## src/rtl/instr_fetch_if.sv

```systemverilog
// Instruction-memory bus between the fetch unit and the memory.
// The fetch unit drives request/address; the memory answers with ack/data.
interface instr_fetch_if;
   logic        Imem_Req;
   logic [31:0] Imem_Addr;
   logic        Imem_Ack;
   logic [31:0] Imem_Data;

   modport master (
      output Imem_Req,
      output Imem_Addr,
      input  Imem_Ack,
      input  Imem_Data
   );

   modport slave (
      input  Imem_Req,
      input  Imem_Addr,
      output Imem_Ack,
      output Imem_Data
   );
endinterface

```

## src/rtl/instr_fetch.sv

```systemverilog
// Instruction fetch unit: owns the PC, requests one word per PC from memory,
// holds it for decode, and latches a sticky error if memory never answers.
module instr_fetch (
   input  logic          Clk,
   input  logic          Reset,
   input  logic          PC_Sel,
   input  logic          PC_LdEn,
   input  logic [31:0]   PC_Immed,
   instr_fetch_if.master imem,
   output logic [31:0]   PC,
   output logic [31:0]   Instr,
   output logic          Instr_Valid,
   output logic          Fetch_Err
);

   typedef enum logic [1:0] {
      IDLE = 2'd0,
      REQ  = 2'd1,
      HOLD = 2'd2,
      ERR  = 2'd3
   } state_e;

   state_e      state_q, state_d;
   logic [31:0] pc_q, pc_d;
   logic [31:0] instr_q, instr_d;
   logic        valid_q, valid_d;
   logic        err_q, err_d;
   logic [3:0]  wait_cnt_q, wait_cnt_d;
   logic [31:0] next_pc_s;

   // Sequential PC: the shift drops the top two offset bits, the add wraps mod 2^32.
   always_comb begin
      next_pc_s = pc_q + 32'd4;
      if (PC_Sel) begin
         next_pc_s = pc_q + 32'd4 + (PC_Immed << 2);
      end else begin
         next_pc_s = pc_q + 32'd4;
      end
   end

   // Next-state and next-register decode for the fetch FSM.
   always_comb begin
      state_d    = state_q;
      pc_d       = pc_q;
      instr_d    = instr_q;
      valid_d    = valid_q;
      err_d      = err_q;
      wait_cnt_d = wait_cnt_q;
      case (state_q)
         IDLE: begin
            state_d = REQ;
         end
         REQ: begin
            // Ack wins over timeout when both happen on the same edge.
            if (imem.Imem_Ack) begin
               instr_d    = imem.Imem_Data;
               valid_d    = 1'b1;
               wait_cnt_d = 4'd0;
               state_d    = HOLD;
            end else if (wait_cnt_q == 4'd15) begin
               valid_d = 1'b0;
               err_d   = 1'b1;
               state_d = ERR;
            end else begin
               wait_cnt_d = wait_cnt_q + 4'd1;
            end
         end
         HOLD: begin
            valid_d = 1'b1;
            if (PC_LdEn) begin
               pc_d    = next_pc_s;
               valid_d = 1'b0;
               state_d = REQ;
            end else begin
               state_d = HOLD;
            end
         end
         ERR: begin
            valid_d = 1'b0;
            err_d   = 1'b1;
            state_d = ERR;
         end
         default: begin
            state_d    = IDLE;
            valid_d    = 1'b0;
            wait_cnt_d = 4'd0;
         end
      endcase
   end

   // State and datapath registers with asynchronous active-low reset.
   always_ff @(posedge Clk or negedge Reset) begin
      if (!Reset) begin
         state_q    <= IDLE;
         pc_q       <= 32'h0000_0000;
         instr_q    <= 32'h0000_0000;
         valid_q    <= 1'b0;
         err_q      <= 1'b0;
         wait_cnt_q <= 4'd0;
      end else begin
         state_q    <= state_d;
         pc_q       <= pc_d;
         instr_q    <= instr_d;
         valid_q    <= valid_d;
         err_q      <= err_d;
         wait_cnt_q <= wait_cnt_d;
      end
   end

   // Request decodes straight from state so an async reset drops it at once.
   assign imem.Imem_Req  = (state_q == REQ);
   assign imem.Imem_Addr = pc_q;
   assign PC             = pc_q;
   assign Instr          = instr_q;
   assign Instr_Valid    = valid_q;
   assign Fetch_Err      = err_q;

endmodule

```

## src/flat_wrapper.sv

```systemverilog
// flat-port wrapper written by rule: the top's interface ports become plain ports
module instr_fetch_flat 
  (Clk, Reset, PC_Sel, PC_LdEn, PC_Immed, PC, Instr, Instr_Valid, Fetch_Err, imem_Imem_Req, imem_Imem_Addr, imem_Imem_Ack, imem_Imem_Data);
  instr_fetch_if imem_i ();
  input  logic Clk;
  input  logic Reset;
  input  logic PC_Sel;
  input  logic PC_LdEn;
  input  logic [31:0] PC_Immed;
  output logic [31:0] PC;
  output logic [31:0] Instr;
  output logic Instr_Valid;
  output logic Fetch_Err;
  output wire logic [$bits(imem_i.Imem_Req)-1:0] imem_Imem_Req;
  output wire logic [$bits(imem_i.Imem_Addr)-1:0] imem_Imem_Addr;
  input wire logic [$bits(imem_i.Imem_Ack)-1:0] imem_Imem_Ack;
  input wire logic [$bits(imem_i.Imem_Data)-1:0] imem_Imem_Data;
  assign imem_Imem_Req = imem_i.Imem_Req;
  assign imem_Imem_Addr = imem_i.Imem_Addr;
  assign imem_i.Imem_Ack = imem_Imem_Ack;
  assign imem_i.Imem_Data = imem_Imem_Data;
  instr_fetch u_core (.Clk(Clk), .Reset(Reset), .PC_Sel(PC_Sel), .PC_LdEn(PC_LdEn), .PC_Immed(PC_Immed), .imem(imem_i), .PC(PC), .Instr(Instr), .Instr_Valid(Instr_Valid), .Fetch_Err(Fetch_Err));
endmodule
```

## config.mk

```make
export PLATFORM = sky130hd
export DESIGN_NAME = instr_fetch_flat
export DESIGN_NICKNAME = d
export VERILOG_FILES = /design/src/rtl/instr_fetch_if.sv /design/src/rtl/instr_fetch.sv /design/src/flat_wrapper.sv
export SDC_FILE = /design/constraint.sdc
export NUM_CORES = 1
export LEC_CHECK = 0
export ABC_CLOCK_PERIOD_IN_PS = 3930
export BUFFER_PORTS_ARGS = -buffer_cell sky130_fd_sc_hd__buf_2
export CORE_MARGIN = 4
export CORE_UTILIZATION = 48
export CTS_CLUSTER_DIAMETER = 80
export DETAILED_ROUTE_END_ITERATION = 12
export PLACE_DENSITY = 0.81
export SETUP_SLACK_MARGIN = 0.3
export SYNTH_ARGS = -nofsm -noshare
export SYNTH_HDL_FRONTEND = slang
export SYNTH_SLANG_ARGS = --single-unit
```

## constraint.sdc

```tcl
create_clock -name Clk -period 3.93 [get_ports Clk]
set_clock_uncertainty 0.1 [all_clocks]
set_input_delay 1.179 -clock Clk [delete_from_list [all_inputs] [get_ports Clk]]
set_output_delay 1.179 -clock Clk [all_outputs]
set_load 0.05 [all_outputs]
```

==> results.toml, run 1 <==
[yosys]
yosysWarningCount = 0
ys_types = 66
ys_top_cells_by_count = "dfrtp_1, nand2_1, o21ai_0"
ys_async_sr_fraction_pct = 100
syn_area_per_cell_um2 = 8.83
syn_area_um2 = 5600
ys_ff_latch = 70
synthTopCellsByArea = "dfrtp_1, ha_1, mux2_2"
synth_top_area_share_pct = 31.3
syn_inst = 634
synth-seq-area-share_pct = 31.3
synth_most_common_cell = "dfrtp_1"
yosysTopAreaCell = "dfrtp_1"
synth_edf_count = 0
synthFlopType = "dfrtp_1"

[floorplanning]
row_count = 39
coreArea_um2 = 11400
die_area_um2 = 13400
ioPinCount = 168
die_height_um = 116
die_w_um = 116
start_util_pct = 49.0

[cells_and_area]
antenna_cells = 0
n_fill_cell = 917
final_nets = 919
area.sequential_um2 = 1770
drive_gt1_share_pct = 42.5
multi_input_area_um2 = 3650
instances_no_fill = 959
area_delta_synth_final_pct = 29.8

[global_routing]
grt_antenna_before_repair = 0
grt_max_degree = 44
grt-ovfl-total = 0
grt_first_pass_wirelength_um = 23300
globalRouteTotalUtil_pct = 21.9
grt_pass1_vias = 4846

[detailed_routing]
drt_iter0_drc = 423
wire_per_inst_um = 16.2
drt_pass1_iterations = 5
vias = 5325
drtAntennaViolNets = 0
via_per_inst = 5.55
totalWireLength_um = 15600
drc_errors = 0

[timing]
finalSetupViolations = 0
slew_headroom_pct = 48.8
hold_viol_final = 0
rsz0062_at_grt = "yes"
final.min_clock_period_ns = 3.61
hold_ws_ns = 0.396
drv_slew = 0
fin_crit_sh_pct = 92.0
tightest_slew_ns = 0.767
fmax_mhz = 277

[clock_tree]
clk_latency_ns = 0.34
clk_pin_slew_ns = 0.06
hold_buffers = 0
htree_levels = 3
clkSinkCount = 70
cts_tree = "yes"
cts_buffers = 9
cts-root-buf = "clkbuf_16"
clockBufferDepth = 2

[place]
port_buffers = 161
gp_congestion = 0.893
dp.cells = 920
hpwlAfterDp_um = 11200

[min_path]
hp-class = "reg2reg"

[critical_path]
path_class = "in2reg"
worst-endpoint-arrival_ns = 3.73
path_max_fanout = 3
cp-start-kind = "primary input"
r2r_setup_slack_ns = 0.39
cp.required_ns = 4.04
endpoint_kind = "register"

[power_and_ir_drop]
p_leak_nw = 3.53
power_density_nw_per_um2 = 951
vdd_drop_max_v = 0.000786

[run_status]
outcome = "finished clean"

[flow_run]
maxCapViolCount = 0
## metrics by stage
stage / TNS (ns) / area (µm²) / power (mW) / setup WS (ns) / utilization [%]
2_1_floorplan: 0 / 5690 / 4.87 / 0.301 / -
3_3_place_gp: 0 / 6610 / 5.73 / 0.0140 / 57.9
3_5_place_dp: -0.0218 / 6610 / 5.81 / -0.0218 / 57.9
4_1_cts: 0 / 7050 / 6.69 / 0.284 / 61.8
5_1_grt: 0 / 7260 / 7.31 / 0.169 / 63.6
6_report: 0 / 7260 / 6.90 / 0.316 / 63.6
## cell usage in the layout (no fill, tap or decap), drive strengths merged, types with 6 or more instances in the layout
cell type,netlist,final
buf,38,225
dfrtp,70,70
nand2,66,66
o21ai,53,53
a21oi,43,43
nor2,41,41
ha,38,38
mux2,33,33
xnor2,33,33
inv,18,22
xor2,21,21
nand3,21,21
a21o,18,18
nor3,12,12
nand4,10,10
and3,9,9
a22oi,9,9
clkbuf,24,9
o21bai,7,7
o31ai,7,7
o211ai,6,6
## power breakdown
part | internal, mW | switching, mW | leakage [nW]
clock network | 0.440 | 0.341 | 0.139
logic | 1.59 | 3.20 | 2.55
registers | 1.05 | 0.278 | 0.834
## state kept, by name, summed over array words and instances (netlist names)
name,cells
u_core.PC,30
u_core.state_q,2
u_core.Instr_Valid,1
u_core.Instr,32
u_core.Fetch_Err,1
u_core.wait_cnt_q,4
## final timing paths
kind / startpoint / to / depth (start not counted)
max in group asynchronous: Reset / u_core.Instr[8]$_DFFE_PN0P_ / 2
min reg2reg: u_core.PC[31]$_DFFE_PN0P_ / u_core.PC[31]$_DFFE_PN0P_ / 1
max: PC_Immed[0] / u_core.PC[24]$_DFFE_PN0P_ / 14
min in group asynchronous: Reset / u_core.PC[22]$_DFFE_PN0P_ / 1
min: u_core.PC[31]$_DFFE_PN0P_ / u_core.PC[31]$_DFFE_PN0P_ / 1
max reg2reg: u_core.PC[8]$_DFFE_PN0P_ / u_core.PC[31]$_DFFE_PN0P_ / 18
## cell families after synthesis
family	count (synthesis)	synth area share [%]
simple gates	182	16.6
compound gates	173	19.9
buf+inv	80	7.80
flops	70	31.3
xor+xnor	54	8.45
fa+ha+maj	39	8.86
mux	35	7.00
other cells	1	0.0670
## critical path, stage by stage
cell and delay, ns:
buf_6 0.09, ha_4 0.16, fa_2 0.39, a21o_1 0.21, a221oi_2 0.26, buf_4 0.18, o21bai_4 0.07, a221oi_2 0.30
o21ai_1 0.13, a21oi_1 0.15, buf_4 0.15, o31ai_4 0.06, xnor2_1 0.25, o211ai_1 0.13
## repair_timing
| item | in CTS | in global routing |
|---|---|---|
| pin swaps | 15 | 25 |
| setup buffers | 13 | 10 |
| gates resized for setup | 12 | 30 |
| endpoints found under the setup margin | 4 | 13 |
| hold endpoints to repair | 0 | 0 |
## layer usage
layer | global-route usage [%] | share of wire, %
met1 | 28.8 | 43
met3 | 3.39 | 7.1
met5 | 0 | 0
met2 | 35.4 | 47
met4 | 10.1 | 2.8
## layout make-up
class	instances	area share, %
Timing Repair Buffer	225	18.0
Clock inverter	7	0.861
Sequential cell	70	24.4
Inverter	18	0.930
Multi-Input combinational cell	487	50.2
Tap cell	143	2.46
Clock buffer	9	3.10
Note: power is estimated with default switching activity, not from simulation.
==> inputs of run 2 (changes only) <==
- PLACE_DENSITY: 0.81 -> 0.78
==> run 2 against run 1 <==
Sequential power barely moved. Wire length fell by 1.6%. Sequential share of layout area is 0.23 points lower. Clock power shrank 2.9%. Setup slack better by 0.021 ns. Global-route usage is 0.072 points lower. Cell area grew 0.93%. Fmax up 0.58%. Power barely moved. First-iteration DRC count grew 28%. Combinational power hardly changed. Count of clock-buffer cells in the layout unchanged. Critical endpoint is now u_core.PC[31]$_DFFE_PN0P_. Largest cell class unchanged. Largest power group unchanged.
==> results.toml, run 2 (synthesized netlist as in run 1, its figures left out) <==
[floorplanning]
coreArea_um2 = 11400
ioPinCount = 168
row_count = 39
die_height_um = 116
die_area_um2 = 13400
start_util_pct = 49.0
die_w_um = 116

[timing]
rsz0062_at_grt = "yes"
hold_viol_final = 0
finalSetupViolations = 0
tightest_slew_ns = 0.770
drv_slew = 0
final.min_clock_period_ns = 3.59
hold_ws_ns = 0.382
slew_headroom_pct = 48.7
fmax_mhz = 278
setup_slack_ns = 0.337
fin_crit_sh_pct = 91.4
tns_ns = 0

[min_path]
min_path_cells = 1
min_from = "u_core.PC[31]$_DFFE_PN0P_"
holdPathEnd = "u_core.PC[31]$_DFFE_PN0P_"
hp-class = "reg2reg"

[cells_and_area]
final_util_pct = 64.2
instances_no_fill = 956
mostFrequentLayoutCells = "buf_2, buf_4, nand2_1"
final_common_cell = "buf_2"
area_delta_synth_final_pct = 31.0
drive_gt1_share_pct = 43.4
final_area_um2 = 7330
final_nets = 918
antenna_cells = 0
largest_reg_flops = 32

[global_routing]
grt_pass1_vias = 4955
grt_first_pass_wirelength_um = 23700
globalRouteTotalUtil_pct = 21.8
grt_antenna_before_repair = 0
grt_max_degree = 66
grt-ovfl-total = 0

[clock_tree]
hold_buffers = 0
clockBufferDepth = 2
htree_levels = 3
clk_pin_slew_ns = 0.05
clk_latency_ns = 0.32
cts_tree = "yes"
clkSinkCount = 70
cts-root-buf = "clkbuf_16"
cts_buffers = 9

[place]
gp_congestion = 0.926
port_buffers = 161
placed_area_um2 = 6610
post-place-ws_ns = 0.0284
hpwlAfterDp_um = 11500
dp.cells = 920

[detailed_routing]
wl_met3_um = 1180
wl_met2_um = 7400
drc_errors = 0
via_per_inst = 5.52
vias = 5277
wire_per_inst_um = 16.0
drt_iter0_drc = 541
drt_pass1_iterations = 5
totalWireLength_um = 15300
top_layer = "met4"
met1_length_um = 6580
drtAntennaViolNets = 0

[critical_path]
path_max_fanout = 3
cp.required_ns = 4.03
path_class = "reg2reg"
cp-start-kind = "register"
r2r_setup_slack_ns = 0.34
reg2regPathDepth = 19
worst-endpoint-arrival_ns = 3.70
r2r_end = "u_core.PC[31]$_DFFE_PN0P_"
r2r-start = "u_core.PC[8]$_DFFE_PN0P_"
endpoint_kind = "register"

[power_and_ir_drop]
total_power_mw = 6.90
p_leak_nw = 3.56
vdd_drop_max_v = 0.000782
power_density_nw_per_um2 = 942

[run_status]
outcome = "finished clean"

[flow_run]
maxCapViolCount = 0
run 2: changes by cell type in the layout (fill, tap and decap cells not counted), moves of 3 or more:
cell	delta
xnor2_1	-3
inv_6	-3
xnor2_2	+3
clkinv_2	+3
run 2: where the power goes:
| part | total [mW] | internal (mW) | switching [mW] |
|---|---|---|---|
| combinational | 4.79 | 1.59 | 3.20 |
| clock | 0.758 | 0.480 | 0.278 |
| sequential | 1.36 | 1.05 | 0.304 |
run 2: worst max-delay path by stage:
stage	cells after the start	start	end	slack, ns
final	19	u_core.PC[8]$_DFFE_PN0P_	u_core.PC[31]$_DFFE_PN0P_	0.34
after CTS	17	u_core.PC[10]$_DFFE_PN0P_	u_core.PC[31]$_DFFE_PN0P_	0.30
after floorplan	11	PC_Immed[0]	u_core.PC[24]$_DFFE_PN0P_	0.30
after global placement	14	PC_Immed[0]	u_core.PC[24]$_DFFE_PN0P_	0.05
after detailed placement	13	PC_Immed[0]	u_core.PC[26]$_DFFE_PN0P_	0.03
after global routing	19	u_core.PC[8]$_DFFE_PN0P_	u_core.PC[31]$_DFFE_PN0P_	0.19
run 2: critical path: stages, from the launching register on:
cell and delay, ns:
dfrtp_2 0.39, nand4_4 0.17, nor2_4 0.19, nand2_4 0.09
nor2_4 0.15, nand3_4 0.09, nor3_4 0.22, nand2_2 0.10
xnor2_2 0.18, ha_1 0.31, and4_4 0.23, nand2b_4 0.07
a2111oi_4 0.22, o41ai_2 0.13, buf_4 0.17, a21oi_4 0.14
o21bai_1 0.12, nand2_1 0.08, a211oi_2 0.24, xnor2_1 0.10
run 2: timing repair:
| item | 4_1_cts | 5_1_grt |
|---|---|---|
| pin swaps | 5 | 22 |
| endpoints found under the setup margin | 3 | 14 |
| setup buffers | 7 | 15 |
| resized for setup | 12 | 42 |
run 2: area by class of cell:
class	count	area (µm²)
Sequential cell	70	1770
Clock buffer	9	225
Tap cell	143	179
Clock inverter	5	52.6
Fill cell	913	4090
Timing Repair Buffer	224	1290
Multi-Input combinational cell	487	3740
Inverter	18	67.6
run 2: layer usage:
metal  vias up  GRT usage (%)
li1       2576              -
met1      2458           29.3
met2       228           36.7
met3        15           3.34
met4         0           5.72
met5         -              0
==> inputs of run 3 (changes only) <==
- CELL_PAD_IN_SITES_DETAIL_PLACEMENT: unset -> 1
- CELL_PAD_IN_SITES_GLOBAL_PLACEMENT: unset -> 1
- CORE_UTILIZATION: 48 -> 35
- PLACE_DENSITY: 0.78 -> unset
- PLACE_DENSITY_LB_ADDON: unset -> 0.1
==> run 3 against run 2 <==
Critical endpoint unchanged. Final cell count grew 10%. Cell area grew 6.2%. Setup slack gained 0.044 ns. Die area grew 34%. Critical path depth is the same. Sequential share of layout area shrank 1.4 points. Non-clock buffer count grew 26. Largest power group unchanged. Sequential cell count is the same. Worst hold slack lost 0.024 ns.
==> results.toml, run 3 (synthesized netlist as in run 1, its figures left out) <==
[detailed_routing]
drt_pass1_iterations = 4
drc_errors = 0
vias = 5470
drt_iter0_drc = 239
via_per_inst = 5.20
totalWireLength_um = 18800
wire_per_inst_um = 17.9
drtAntennaViolNets = 0

[timing]
rsz0062_at_grt = "yes"
slew_headroom_pct = 44.4
fmax_mhz = 282
fin_crit_sh_pct = 90.3
tightest_slew_ns = 0.834
tns_ns = 0
finalSetupViolations = 0
drv_slew = 0
hold_viol_final = 0
hold_ws_ns = 0.358
final.min_clock_period_ns = 3.55

[cells_and_area]
final_area_um2 = 7790
final_nets = 944
antenna_cells = 0
final_util_pct = 50.5
mostFrequentLayoutCells = "buf_2, buf_4, nand2_1"
drive_gt1_share_pct = 47.6
final_common_cell = "buf_2"
largest_reg_flops = 32
area_delta_synth_final_pct = 39.2

[clock_tree]
htree_levels = 3
clk_pin_slew_ns = 0.07
clkSinkCount = 70
clk_latency_ns = 0.34
cts-root-buf = "clkbuf_16"
cts_buffers = 9
cts_tree = "yes"
hold_buffers = 0
clockBufferDepth = 2

[place]
gp_congestion = 0.850
placed_area_um2 = 6920
hpwlAfterDp_um = 14400
port_buffers = 161

[floorplanning]
start_util_pct = 36.3
die_height_um = 134
coreArea_um2 = 15400
die_area_um2 = 18100
die_w_um = 134
row_count = 45
ioPinCount = 168

[critical_path]
r2r_setup_slack_ns = 0.38
cp-start-kind = "register"
endpoint_kind = "register"
cp.required_ns = 4.10
reg2regPathDepth = 19
r2r-start = "u_core.PC[5]$_DFFE_PN0P_"
r2r_end = "u_core.PC[31]$_DFFE_PN0P_"
worst-endpoint-arrival_ns = 3.72
path_class = "reg2reg"
path_max_fanout = 4

[min_path]
min_from = "u_core.Fetch_Err$_DFFE_PN0P_"
hp-class = "reg2reg"
min_path_cells = 1
holdPathEnd = "u_core.Fetch_Err$_DFFE_PN0P_"

[global_routing]
grt_first_pass_wirelength_um = 29400
grt_util_met2_pct = 32.9
grt_pass1_vias = 5627
globalRouteTotalUtil_pct = 20.1
grt-ovfl-total = 0
gr-usage-met3_pct = 3.30
busiest_layer = "met2"
grt_max_degree = 44
grt_antenna_before_repair = 0
use_met1_pct = 27.7

[run_status]
outcome = "finished clean"

[power_and_ir_drop]
p_leak_nw = 3.73
total_power_mw = 7.37
power_density_nw_per_um2 = 947
vdd_drop_max_v = 0.000402

[flow_run]
maxCapViolCount = 0
[run 3: worst max path at each step]
stage / from / to / slack, ns / cells past startpoint
floorplan: PC_Immed[0] / u_core.PC[24]$_DFFE_PN0P_ / 0.30 / 11
global placement: PC_Immed[0] / u_core.PC[24]$_DFFE_PN0P_ / -0.1 / 14
detailed placement: PC_Immed[0] / u_core.PC[24]$_DFFE_PN0P_ / -0.16 / 14
CTS: u_core.PC[5]$_DFFE_PN0P_ / u_core.PC[31]$_DFFE_PN0P_ / 0.26 / 19
global route: u_core.PC[7]$_DFFE_PN0P_ / u_core.PC[31]$_DFFE_PN0P_ / 0.14 / 19
finish: u_core.PC[5]$_DFFE_PN0P_ / u_core.PC[31]$_DFFE_PN0P_ / 0.38 / 19
[run 3: critical path, cell delays in order (launching register included)]
cell and delay (ns):
dfrtp_2 0.39, nand4_4 0.15, nor2_4 0.18, nand2_4 0.08
nor2_4 0.13, nand3_4 0.10, nor3_4 0.21, buf_4 0.18
xor2_4 0.22, ha_4 0.18, buf_4 0.12, nand2_1 0.10
a2111oi_4 0.31, o41ai_2 0.13, buf_4 0.17, a21oi_4 0.16
o21bai_1 0.12, nand2_1 0.08, a211oi_2 0.22, xnor2_1 0.14
[run 3: repair_timing]
| action | in CTS | in global routing |
|---|---|---|
| setup endpoints to repair | 8 | 13 |
| resized for setup | 22 | 61 |
| buffers inserted | 9 | 8 |
| cloned | 0 | 0 |
| pin swaps | 15 | 28 |
[run 3: final cells by class]
type | count | area [µm²]
Fill cell | 1862 | 7640
Multi-Input combinational cell | 487 | 3890
Sequential cell | 70 | 1770
Timing Repair Buffer | 250 | 1500
Tap cell | 211 | 264
Clock buffer | 9 | 225
Inverter | 18 | 67.6
Clock inverter | 7 | 65.1
[run 3: where the power goes]
part           internal [mW]  switching [mW]
combinational           1.82            3.45
sequential              1.05           0.257
clock                  0.443           0.353
total                   3.31            4.06
[run 3: per-layer routing]
| layer | part of all wire (%) | vias up |
|---|---|---|
| li1 | - | 2637 |
| met1 | 48 | 2668 |
| met2 | 47 | 150 |
| met3 | 4.8 | 15 |
| met4 | 0.90 | 0 |
| met5 | 0 | - |
[run 3: metrics by stage]
| step | setup WS (ns) | cells |
|---|---|---|
| detailed placement | -0.158 | 1019 |
| global placement | -0.0990 | 1019 |
| finish | 0.380 | 1052 |
| global route | 0.144 | 1052 |
| floorplan | 0.301 | 637 |
| CTS | 0.257 | 1044 |
